`config.mk`:
```
export PLATFORM = sky130hd
export DESIGN_NAME = fmap_streamer
export DESIGN_NICKNAME = d
export VERILOG_FILES = /design/src/rtl/fmap_streamer_pkg.sv /design/src/rtl/fmap_raster_counter.sv /design/src/rtl/fmap_streamer.sv
export SDC_FILE = /design/constraint.sdc
export NUM_CORES = 1
export LEC_CHECK = 0
export BUFFER_PORTS_ARGS = -buffer_cell sky130_fd_sc_hd__buf_4
export CAP_MARGIN = 40
export CORE_UTILIZATION = 44
export CTS_BUF_LIST = sky130_fd_sc_hd__clkbuf_16
export CTS_CLUSTER_SIZE = 12
export DETAILED_ROUTE_END_ITERATION = 10
export GPL_TIMING_DRIVEN = 0
export PLACE_DENSITY = 0.75
export SLEW_MARGIN = 20
export SYNTH_ARGS = -nofsm -noshare
export SYNTH_HDL_FRONTEND = slang
export SYNTH_SLANG_ARGS = --single-unit
```
`constraint.sdc`:
```
create_clock -name clk -period 1.51 [get_ports clk]
set_clock_uncertainty 0.2 [all_clocks]
set_input_delay 0.151 -clock clk [delete_from_list [all_inputs] [get_ports clk]]
set_output_delay 0.151 -clock clk [all_outputs]
set_load 0.005 [all_outputs]
```
`src/rtl/fmap_streamer_pkg.sv`:
```
// Shared definitions for the feature-map streamer and the window-control
// logic that consumes its sol/eol/last sideband.
package fmap_streamer_pkg;

  typedef enum logic [1:0] {
    ST_IDLE  = 2'd0,
    ST_RUN   = 2'd1,
    ST_DRAIN = 2'd2
  } fmap_state_e;

  localparam int DEF_FIG_WIDTH  = 28;
  localparam int DEF_FIG_HEIGHT = 28;

  function automatic int frame_size(input int fig_width, input int fig_height);
    return fig_width * fig_height;
  endfunction

  localparam int FRAME_SIZE = frame_size(DEF_FIG_WIDTH, DEF_FIG_HEIGHT);

endpackage

```
`src/rtl/fmap_raster_counter.sv`:
```
// Raster-order column/row counters plus the frame-buffer address register.
// The address register simply increments because raster order is linear.
module fmap_raster_counter #(
  parameter int FIG_WIDTH  = 28,
  parameter int FIG_HEIGHT = 28,
  parameter int ADDRLEN    = 10
) (
  input  logic               clk,
  input  logic               rst_n,
  input  logic               load_i,
  input  logic [ADDRLEN-1:0] base_i,
  input  logic               adv_i,
  output logic [ADDRLEN-1:0] addr_o,
  output logic               first_col_o,
  output logic               last_col_o,
  output logic               last_pix_o
);

  localparam int CW = (FIG_WIDTH  > 1) ? $clog2(FIG_WIDTH)  : 1;
  localparam int RW = (FIG_HEIGHT > 1) ? $clog2(FIG_HEIGHT) : 1;

  logic [CW-1:0]      col_q, col_d;
  logic [RW-1:0]      row_q, row_d;
  logic [ADDRLEN-1:0] addr_q, addr_d;

  assign first_col_o = (col_q == '0);
  assign last_col_o  = (col_q == CW'(FIG_WIDTH - 1));
  assign last_pix_o  = last_col_o && (row_q == RW'(FIG_HEIGHT - 1));
  assign addr_o      = addr_q;

  // Address overflow past 2^ADDRLEN wraps naturally in the adder.
  always_comb begin
    col_d  = col_q;
    row_d  = row_q;
    addr_d = addr_q;
    if (load_i) begin
      col_d  = '0;
      row_d  = '0;
      addr_d = base_i;
    end else if (adv_i) begin
      addr_d = addr_q + ADDRLEN'(1);
      if (last_col_o) begin
        col_d = '0;
        row_d = row_q + RW'(1);
      end else begin
        col_d = col_q + CW'(1);
      end
    end
  end

  always_ff @(posedge clk or negedge rst_n) begin
    if (!rst_n) begin
      col_q  <= '0;
      row_q  <= '0;
      addr_q <= '0;
    end else begin
      col_q  <= col_d;
      row_q  <= row_d;
      addr_q <= addr_d;
    end
  end

endmodule

```
`src/rtl/fmap_streamer.sv`:
```
// Streams one feature map from the frame buffer in raster order into the
// line-buffer chain, one word per cycle, with row/frame boundary flags.
module fmap_streamer
  import fmap_streamer_pkg::*;
#(
  parameter int WORDWIDTH  = 32,
  parameter int FIG_WIDTH  = 28,
  parameter int FIG_HEIGHT = 28,
  parameter int ADDRLEN    = 10
) (
  input  logic                 clk,
  input  logic                 rst_n,
  input  logic                 start,
  input  logic [ADDRLEN-1:0]   base_addr,
  input  logic                 ready,
  input  logic                 stall,
  output logic                 mem_rd_en,
  output logic [ADDRLEN-1:0]   mem_addr,
  input  logic [WORDWIDTH-1:0] mem_rdata,
  output logic [WORDWIDTH-1:0] dout,
  output logic                 out_valid,
  output logic                 sol,
  output logic                 eol,
  output logic                 last,
  output logic                 busy,
  output logic                 done
);

  // Stream handshake: out_valid qualifies dout for exactly one cycle; there
  // is no ready on the output side, so stall/ready only gate new reads and
  // words already in flight always emerge two cycles after their read.

  fmap_state_e state_q, state_d;

  logic accept, issue;
  logic first_col, last_col, last_pix;

  logic                 rd_v_q, rd_sol_q, rd_eol_q, rd_last_q;
  logic                 out_valid_q, sol_q, eol_q, last_q;
  logic [WORDWIDTH-1:0] dout_q;

  assign accept = (state_q == ST_IDLE) && start;
  assign issue  = (state_q == ST_RUN) && ready && !stall;

  fmap_raster_counter #(
    .FIG_WIDTH (FIG_WIDTH),
    .FIG_HEIGHT(FIG_HEIGHT),
    .ADDRLEN   (ADDRLEN)
  ) u_raster (
    .clk        (clk),
    .rst_n      (rst_n),
    .load_i     (accept),
    .base_i     (base_addr),
    .adv_i      (issue),
    .addr_o     (mem_addr),
    .first_col_o(first_col),
    .last_col_o (last_col),
    .last_pix_o (last_pix)
  );

  always_comb begin
    state_d = state_q;
    case (state_q)
      ST_IDLE:  if (start) state_d = ST_RUN;
      ST_RUN:   if (issue && last_pix) state_d = ST_DRAIN;
      ST_DRAIN: if (out_valid_q && last_q) state_d = ST_IDLE;
      default:  state_d = ST_IDLE;
    endcase
  end

  always_ff @(posedge clk or negedge rst_n) begin
    if (!rst_n) state_q <= ST_IDLE;
    else        state_q <= state_d;
  end

  // Stage 1 tracks the read in flight; stage 2 captures the returned word.
  always_ff @(posedge clk or negedge rst_n) begin
    if (!rst_n) begin
      rd_v_q      <= 1'b0;
      rd_sol_q    <= 1'b0;
      rd_eol_q    <= 1'b0;
      rd_last_q   <= 1'b0;
      out_valid_q <= 1'b0;
      sol_q       <= 1'b0;
      eol_q       <= 1'b0;
      last_q      <= 1'b0;
      dout_q      <= '0;
    end else begin
      rd_v_q      <= issue;
      rd_sol_q    <= issue && first_col;
      rd_eol_q    <= issue && last_col;
      rd_last_q   <= issue && last_pix;
      out_valid_q <= rd_v_q;
      sol_q       <= rd_sol_q;
      eol_q       <= rd_eol_q;
      last_q      <= rd_last_q;
      if (rd_v_q) dout_q <= mem_rdata;
    end
  end

  assign mem_rd_en = issue;
  assign dout      = dout_q;
  assign out_valid = out_valid_q;
  assign sol       = sol_q;
  assign eol       = eol_q;
  assign last      = last_q;
  assign busy      = (state_q != ST_IDLE);
  assign done      = (state_q == ST_DRAIN) && out_valid_q && last_q;

endmodule
```
==> results.py, run 1 <==
metrics = {
    "outcome": {
        "status": "finished, violations left",
        "failed_checks": "negative setup slack",
    },
    "power_and_ir_drop": {
        "powerDensity_mw_per_mm2": 1210,
        "power.leakage_nw": 2.21,
        "total_power_mw": 5.61,
        "ir_worst_vdd_v": 0.000898,
    },
    "layout": {
        "nFillCells": 293,
        "layout-drive-gt1-share": 0.540,
        "multiInputGateArea_sq_mm": 0.00113,
        "finalNonFillerCells": 455,
        "diodes": 0,
        "layout.nets": 429,
        "fin_area_sq_mm": 0.00464,
        "seq_area_sq_mm": 0.00155,
        "area_growth_pct": 76.4,
    },
    "global_route": {
        "grt_pass1_vias": 2380,
        "antenna_found_initial": 0,
        "grt_max_degree": 63,
        "grt_pass1_wl_um": 11600,
        "gr-total-overflow": 0,
        "grt_usage": 0.247,
    },
    "place": {
        "port_buffers": 95,
        "dpl.hpwl_um": 3930,
        "gp_congestion": 0.724,
        "numPlacedInstances": 370,
        "place_area_sq_mm": 0.00344,
    },
    "sta": {
        "fin_crit_ns": 1.79,
        "final_hold_viol_count": 0,
        "worst_pin_slew_ns": 0.310,
        "period_share": 1.19,
        "rsz0062_at_grt": "yes",
        "finalSetupViolCount": 26,
        "max-slew-margin-rel": 0.793,
        "fin_tns_setup_ns": -3.56,
        "worst_slack_ns": -0.280,
        "clock.fmax_mhz": 559,
        "holdWs_ns": 0.151,
        "slew_violations": 0,
    },
    "yosys": {
        "synthMostInstantiatedCell": "dfrtp_1",
        "synth-edff-count": 0,
        "async_reset_ff_frac": 1.00,
        "synthFlopType": "dfrtp_1",
        "synth.top_cell.area_share": 0.590,
        "avgSynthCellArea_sq_um": 13.0,
        "ys_ff_latch": 62,
        "synthesis.nets": 254,
        "yosysTopAreaCell": "dfrtp_1",
        "ys_seq_area_frac": 0.590,
        "yosysWarnings": 0,
        "synth_top_cells_by_area": "dfrtp_1 59%, mux2_2 12%, nand2_1 2.4%",
        "syn_area_sq_mm": 0.00263,
        "yosysUniqueCellTypes": 41,
        "syn-instance-count": 203,
        "ys_top_cells_by_count": "62 x dfrtp_1, 29 x mux2_2, 17 x nand2_1, 12 x nor2_1, 9 x o21ai_0",
    },
    "clocking": {
        "cts_buffers": 9,
        "cts-root-buf": "clkbuf_16",
        "clkSinkCount": 62,
        "cts_max_path_buffers": 2,
        "clk_latency_ns": 0.32,
        "ctsHtreeMaxLevel": 3,
        "cts_tree": "built",
        "cts.clk_slew.worst_paths_ns": 0.05,
    },
    "floorplan": {
        "row_count": 27,
        "die_w_um": 79.3,
        "start_util": 0.466,
        "die-area_sq_mm": 0.00629,
        "die_h_um": 79.3,
        "boundaryPins": 96,
        "coreArea_sq_mm": 0.00564,
    },
    "drt": {
        "dr.first_iter.drc_count": 86,
        "routed_wl_um": 7570,
        "drcViolationCount": 0,
        "vias_per_cell": 5.16,
        "dr.pass1.iters": 4,
        "vias": 2347,
        "wl_per_cell_um": 16.6,
        "ant_nets": 0,
    },
    "critical_path": {
        "critPathKind": "reg -> reg",
        "arrival_ns": 1.84,
        "crit_fanout": 5,
        "end_kind": "register",
        "critPathLaunchType": "register",
        "worstPathRequired_ns": 1.56,
    },
    "flow_run": {
        "maxCapViolCount": 0,
    },
    "worst_hold_path": {
        "hold_class": "reg -> reg",
    },
}
[layout make-up]
class | instances | area share
Buffer | 9 | 0.0181
Clock buffer | 9 | 0.0485
Clock inverter | 7 | 0.0243
Inverter | 6 | 0.00539
Multi-Input combinational cell | 126 | 0.243
Sequential cell | 62 | 0.335
Tap cell | 72 | 0.0194
Timing Repair Buffer | 164 | 0.306
[final timing paths]
check,startpoint,end,slack [ns],cells past startpoint
max reg2reg,state_q[1]$_DFFE_PN0P_,u_raster.addr_o[5]$_DFFE_PN0P_,-0.28,6
max,state_q[1]$_DFFE_PN0P_,u_raster.addr_o[5]$_DFFE_PN0P_,-0.28,6
max in group asynchronous,rst_n,u_raster.col_q[2]$_DFFE_PN0P_,0.64,3
min in group asynchronous,rst_n,dout[30]$_DFFE_PN0P_,0.18,3
min,rd_eol_q$_DFF_PN0_,eol$_DFF_PN0_,0.15,0
min reg2reg,rd_eol_q$_DFF_PN0_,eol$_DFF_PN0_,0.15,0
[where the power goes]
part / internal, mW / switching [mW] / leakage (nW)
clock network: 1.60 / 0.712 / 0.165
logic: 0.718 / 0.467 / 1.28
registers: 1.90 / 0.219 / 0.763
total: 4.22 / 1.40 / 2.21
[sequential cells by signal (all words and copies together), names as in the netlist]
| name | flops |
|---|---|
| dout | 32 |
| eol | 1 |
| last | 1 |
| out_valid | 1 |
| rd_eol_q | 1 |
| rd_last_q | 1 |
| rd_sol_q | 1 |
| rd_v_q | 1 |
| sol | 1 |
| state_q | 2 |
| u_raster.addr_o | 10 |
| u_raster.col_q | 5 |
| u_raster.row_q | 5 |
[what timing repair did]
| item | in CTS | in global routing |
|---|---|---|
| cloned | 1 | 0 |
| setup buffers | 21 | 2 |
| pin swaps | 22 | 16 |
| endpoints found under the hold margin | 105 | 0 |
| gates resized for setup | 29 | 21 |
| hold buffers | 44 | 0 |
| setup endpoints to repair | 54 | 33 |
[per-stage QoR]
step,util,setup slack (ns)
after floorplan,-,-0.123
after global placement,0.609,-0.220
after detailed placement,0.609,-0.249
after CTS,0.802,-0.189
after global routing,0.823,-0.356
final,0.823,-0.280
[cells by family (layout without fill, tap and decap cells)]
| group | Yosys count | in the layout | synth area share |
|---|---|---|---|
| simple gates | 58 | 58 | 0.131 |
| mux | 34 | 34 | 0.145 |
| fa+ha+maj | 4 | 4 | 0.0190 |
| xor+xnor | 6 | 6 | 0.0200 |
| compound gates | 24 | 24 | 0.0623 |
| buf+inv | 15 | 195 | 0.0333 |
| flops | 62 | 62 | 0.590 |
[layout by cell type, fill, tap and decap left out, drive strengths merged, types with 3 or more instances in the layout]
| cell type | Yosys | layout |
|---|---|---|
| ha | 4 | 4 |
| clkbuf | 1 | 10 |
| xor2 | 3 | 3 |
| bufinv | 0 | 3 |
| nor4 | 3 | 3 |
| nand4 | 5 | 5 |
| mux2 | 32 | 32 |
| and3 | 3 | 3 |
| xnor2 | 3 | 3 |
| buf | 8 | 127 |
| a221o | 4 | 4 |
| dfrtp | 62 | 62 |
| o21ai | 11 | 11 |
| inv | 6 | 6 |
| clkinv | 0 | 3 |
| nor2 | 15 | 15 |
| dlygate4sd3 | 0 | 44 |
| a21oi | 3 | 3 |
| nand2 | 18 | 18 |
| nand3 | 4 | 4 |
[worst max-delay path, stage by stage (launching register included)]
cell and delay (ns):
dfrtp_1 0.40, nand4bb_1 0.21, buf_6 0.16, buf_12 0.13, buf_8 0.13, nor4_2 0.30, a221o_1 0.18
[routing by layer]
metal | global-route usage | wire length [um]
met5 | 0 | 0
met4 | 0.0873 | 116
met3 | 0.0598 | 457
met2 | 0.425 | 3840
met1 | 0.301 | 3150
Power figures use the tool's default switching activity.
==> run 2, diff against run 1 <==
==> constraint.sdc (replaced) <==
create_clock -name clk -period 1.63 [get_ports clk]
set_clock_uncertainty 0.2 [all_clocks]
set_input_delay 0.163 -clock clk [delete_from_list [all_inputs] [get_ports clk]]
set_output_delay 0.163 -clock clk [all_outputs]
set_load 0.005 [all_outputs]
==> run 2 against run 1 <==
  * Cell count is 0.44% lower
  * Critical endpoint is now mem_rd_en
  * Routed wire length decreased by 7.0%
  * Core utilization fell by 3.7 points
  * Highest routed layer unchanged
  * Flip-flop and latch count is the same
  * Register-to-register slack better by 0.24 ns
  * Count of clock-buffer cells in the layout unchanged
  * Power down 16%
  * The run still ends with negative setup slack left
  * Worst hold slack worse by 0.0058 ns
  * Combinational power fell by 17%
  * Sequential power is 8% lower
  * Global-route usage down 1.4 points
==> results.py, run 2 (same netlist as run 1, synthesis figures left out) <==
metrics = {
    "clocking": {
        "cts-root-buf": "clkbuf_16",
        "cts_tree": "built",
        "clkSinkCount": 62,
        "cts_max_path_buffers": 2,
        "clk_latency_ns": 0.32,
        "cts.clk_slew.worst_paths_ns": 0.05,
        "cts_buffers": 9,
        "ctsHtreeMaxLevel": 3,
    },
    "layout": {
        "finalNonFillerCells": 453,
        "area_growth_pct": 68.5,
        "diodes": 0,
        "nFillCells": 319,
        "final_util": 0.786,
        "final_common_cell": "buf_4",
        "layout.nets": 427,
        "layout-drive-gt1-share": 0.496,
        "layout_common_cells": "114 x buf_4, 61 x dfrtp_1, 44 x dlygate4sd3_1, 29 x mux2_2, 16 x nand2_1",
        "largest_reg_flops": 32,
    },
    "critical_path": {
        "r2r_slack_ns": -0.04,
        "r2r-end": "u_raster.addr_o[5]$_DFFE_PN0P_",
        "end_kind": "output pin",
        "cpPeakStageDelay_ns": 0.40,
        "r2r-start": "u_raster.addr_o[0]$_DFFE_PN0P_",
        "worstPathRequired_ns": 1.27,
        "rr_worst_depth": 5,
        "cpMostUsedCell": "buf_6",
        "critPathLaunchType": "register",
        "arrival_ns": 1.34,
        "critPathKind": "reg -> out",
        "crit_fanout": 6,
        "slowest_stage": "dfrtp_1",
        "crit_path_cell_trace": "nand4bb_1 -> buf_6 -> inv_4 -> buf_6 -> buf_6",
    },
    "sta": {
        "worst_pin_slew_ns": 0.766,
        "clock.fmax_mhz": 589,
        "period_share": 1.04,
        "finalSetupViolCount": 5,
        "final_hold_viol_count": 0,
        "slew_violations": 0,
        "holdWs_ns": 0.145,
        "worst_slack_ns": -0.0682,
        "rsz0062_at_grt": "yes",
        "fin_crit_ns": 1.70,
        "max-slew-margin-rel": 0.489,
    },
    "global_route": {
        "grt_max_degree": 63,
        "antenna_found_initial": 0,
        "grt_pass1_wl_um": 11100,
        "grt_usage": 0.233,
        "grt_pass1_vias": 2343,
        "gr-total-overflow": 0,
    },
    "outcome": {
        "failed_checks": "negative setup slack",
        "status": "finished, violations left",
    },
    "floorplan": {
        "boundaryPins": 96,
        "coreArea_sq_mm": 0.00564,
        "start_util": 0.466,
        "row_count": 27,
        "die-area_sq_mm": 0.00629,
        "die_w_um": 79.3,
        "die_h_um": 79.3,
    },
    "drt": {
        "dr.pass1.iters": 4,
        "ant_nets": 0,
        "vias_per_cell": 5.08,
        "dr.first_iter.drc_count": 99,
        "vias": 2301,
        "drcViolationCount": 0,
        "wl_per_cell_um": 15.5,
        "routed_wl_um": 7040,
    },
    "power_and_ir_drop": {
        "total_power_mw": 4.74,
        "powerDensity_mw_per_mm2": 1070,
        "power.leakage_nw": 2.13,
        "ir_worst_vdd_v": 0.000895,
    },
    "worst_hold_path": {
        "whs_path_depth": 0,
        "hold_class": "reg -> reg",
        "min_from": "rd_eol_q$_DFF_PN0_",
        "worst_hold_path.endpoint": "eol$_DFF_PN0_",
    },
    "place": {
        "gp_congestion": 0.723,
        "port_buffers": 95,
        "dp_slack_ns": -0.126,
        "numPlacedInstances": 370,
        "dpl.hpwl_um": 3960,
    },
    "flow_run": {
        "maxCapViolCount": 0,
    },
}
-- run 2: routing by layer --
metal / GRT usage / share of wire / vias to the layer above
met5: 0 / 0 / -
met4: 0.0709 / 0.0094 / 0
met3: 0.0644 / 0.061 / 9
met2: 0.406 / 0.51 / 84
met1: 0.279 / 0.42 / 1138
li1: - / - / 1070
-- run 2: how the worst max path moves through the flow --
stage                            from                              to  slack [ns]  cells after the start
4_1_cts        state_q[1]$_DFFE_PN0P_                       mem_rd_en       -0.07                      5
5_1_grt        state_q[1]$_DFFE_PN0P_                       mem_rd_en       -0.10                      5
6_report       state_q[1]$_DFFE_PN0P_                       mem_rd_en       -0.07                      5
3_3_place_gp   state_q[1]$_DFFE_PN0P_  u_raster.addr_o[4]$_DFFE_PN0P_       -0.10                      5
2_1_floorplan  state_q[1]$_DFFE_PN0P_  u_raster.addr_o[5]$_DFFE_PN0P_      -0.003                      5
3_5_place_dp   state_q[1]$_DFFE_PN0P_  u_raster.addr_o[3]$_DFFE_PN0P_       -0.13                      5
-- run 2: stage by stage --
stage          area, sq um  setup TNS [ns]
2_1_floorplan         2630        -0.00753
3_3_place_gp          3430          -0.491
3_5_place_dp          3430          -0.834
4_1_cts               4300          -0.206
5_1_grt               4430          -0.961
6_report              4430          -0.178
-- run 2: layout make-up --
class | instances | area (sq um) | area share
inverter | 6 | 25.0 | 0.00564
clock buffer | 9 | 225 | 0.0508
timing repair buffer | 162 | 1350 | 0.304
tap | 72 | 90.1 | 0.0203
sequential | 62 | 1550 | 0.350
buffer | 9 | 67.6 | 0.0152
multi-input combinational | 126 | 1070 | 0.241
clock inverter | 7 | 56.3 | 0.0127
-- run 2: power by group --
part,switching (mW),leakage [nW],internal [mW]
clock network,0.643,0.145,1.16
registers,0.199,0.763,1.76
logic,0.367,1.22,0.616
-- run 2: timing repair --
| action | in CTS | in global routing |
|---|---|---|
| buffers inserted | 14 | 9 |
| resized for setup | 10 | 19 |
| hold buffers | 44 | 0 |
| pin swaps | 9 | 9 |
| hold endpoints to repair | 105 | 0 |
| gates cloned | 0 | 0 |
| setup endpoints to repair | 18 | 20 |
-- run 2: critical path: cells and delay by family, from the launching register on --
kind / cells / cell delay (ns)
buffers and inverters: 4 / 0.41
AND/OR/NAND/NOR: 1 / 0.20
flip-flops: 1 / 0.40
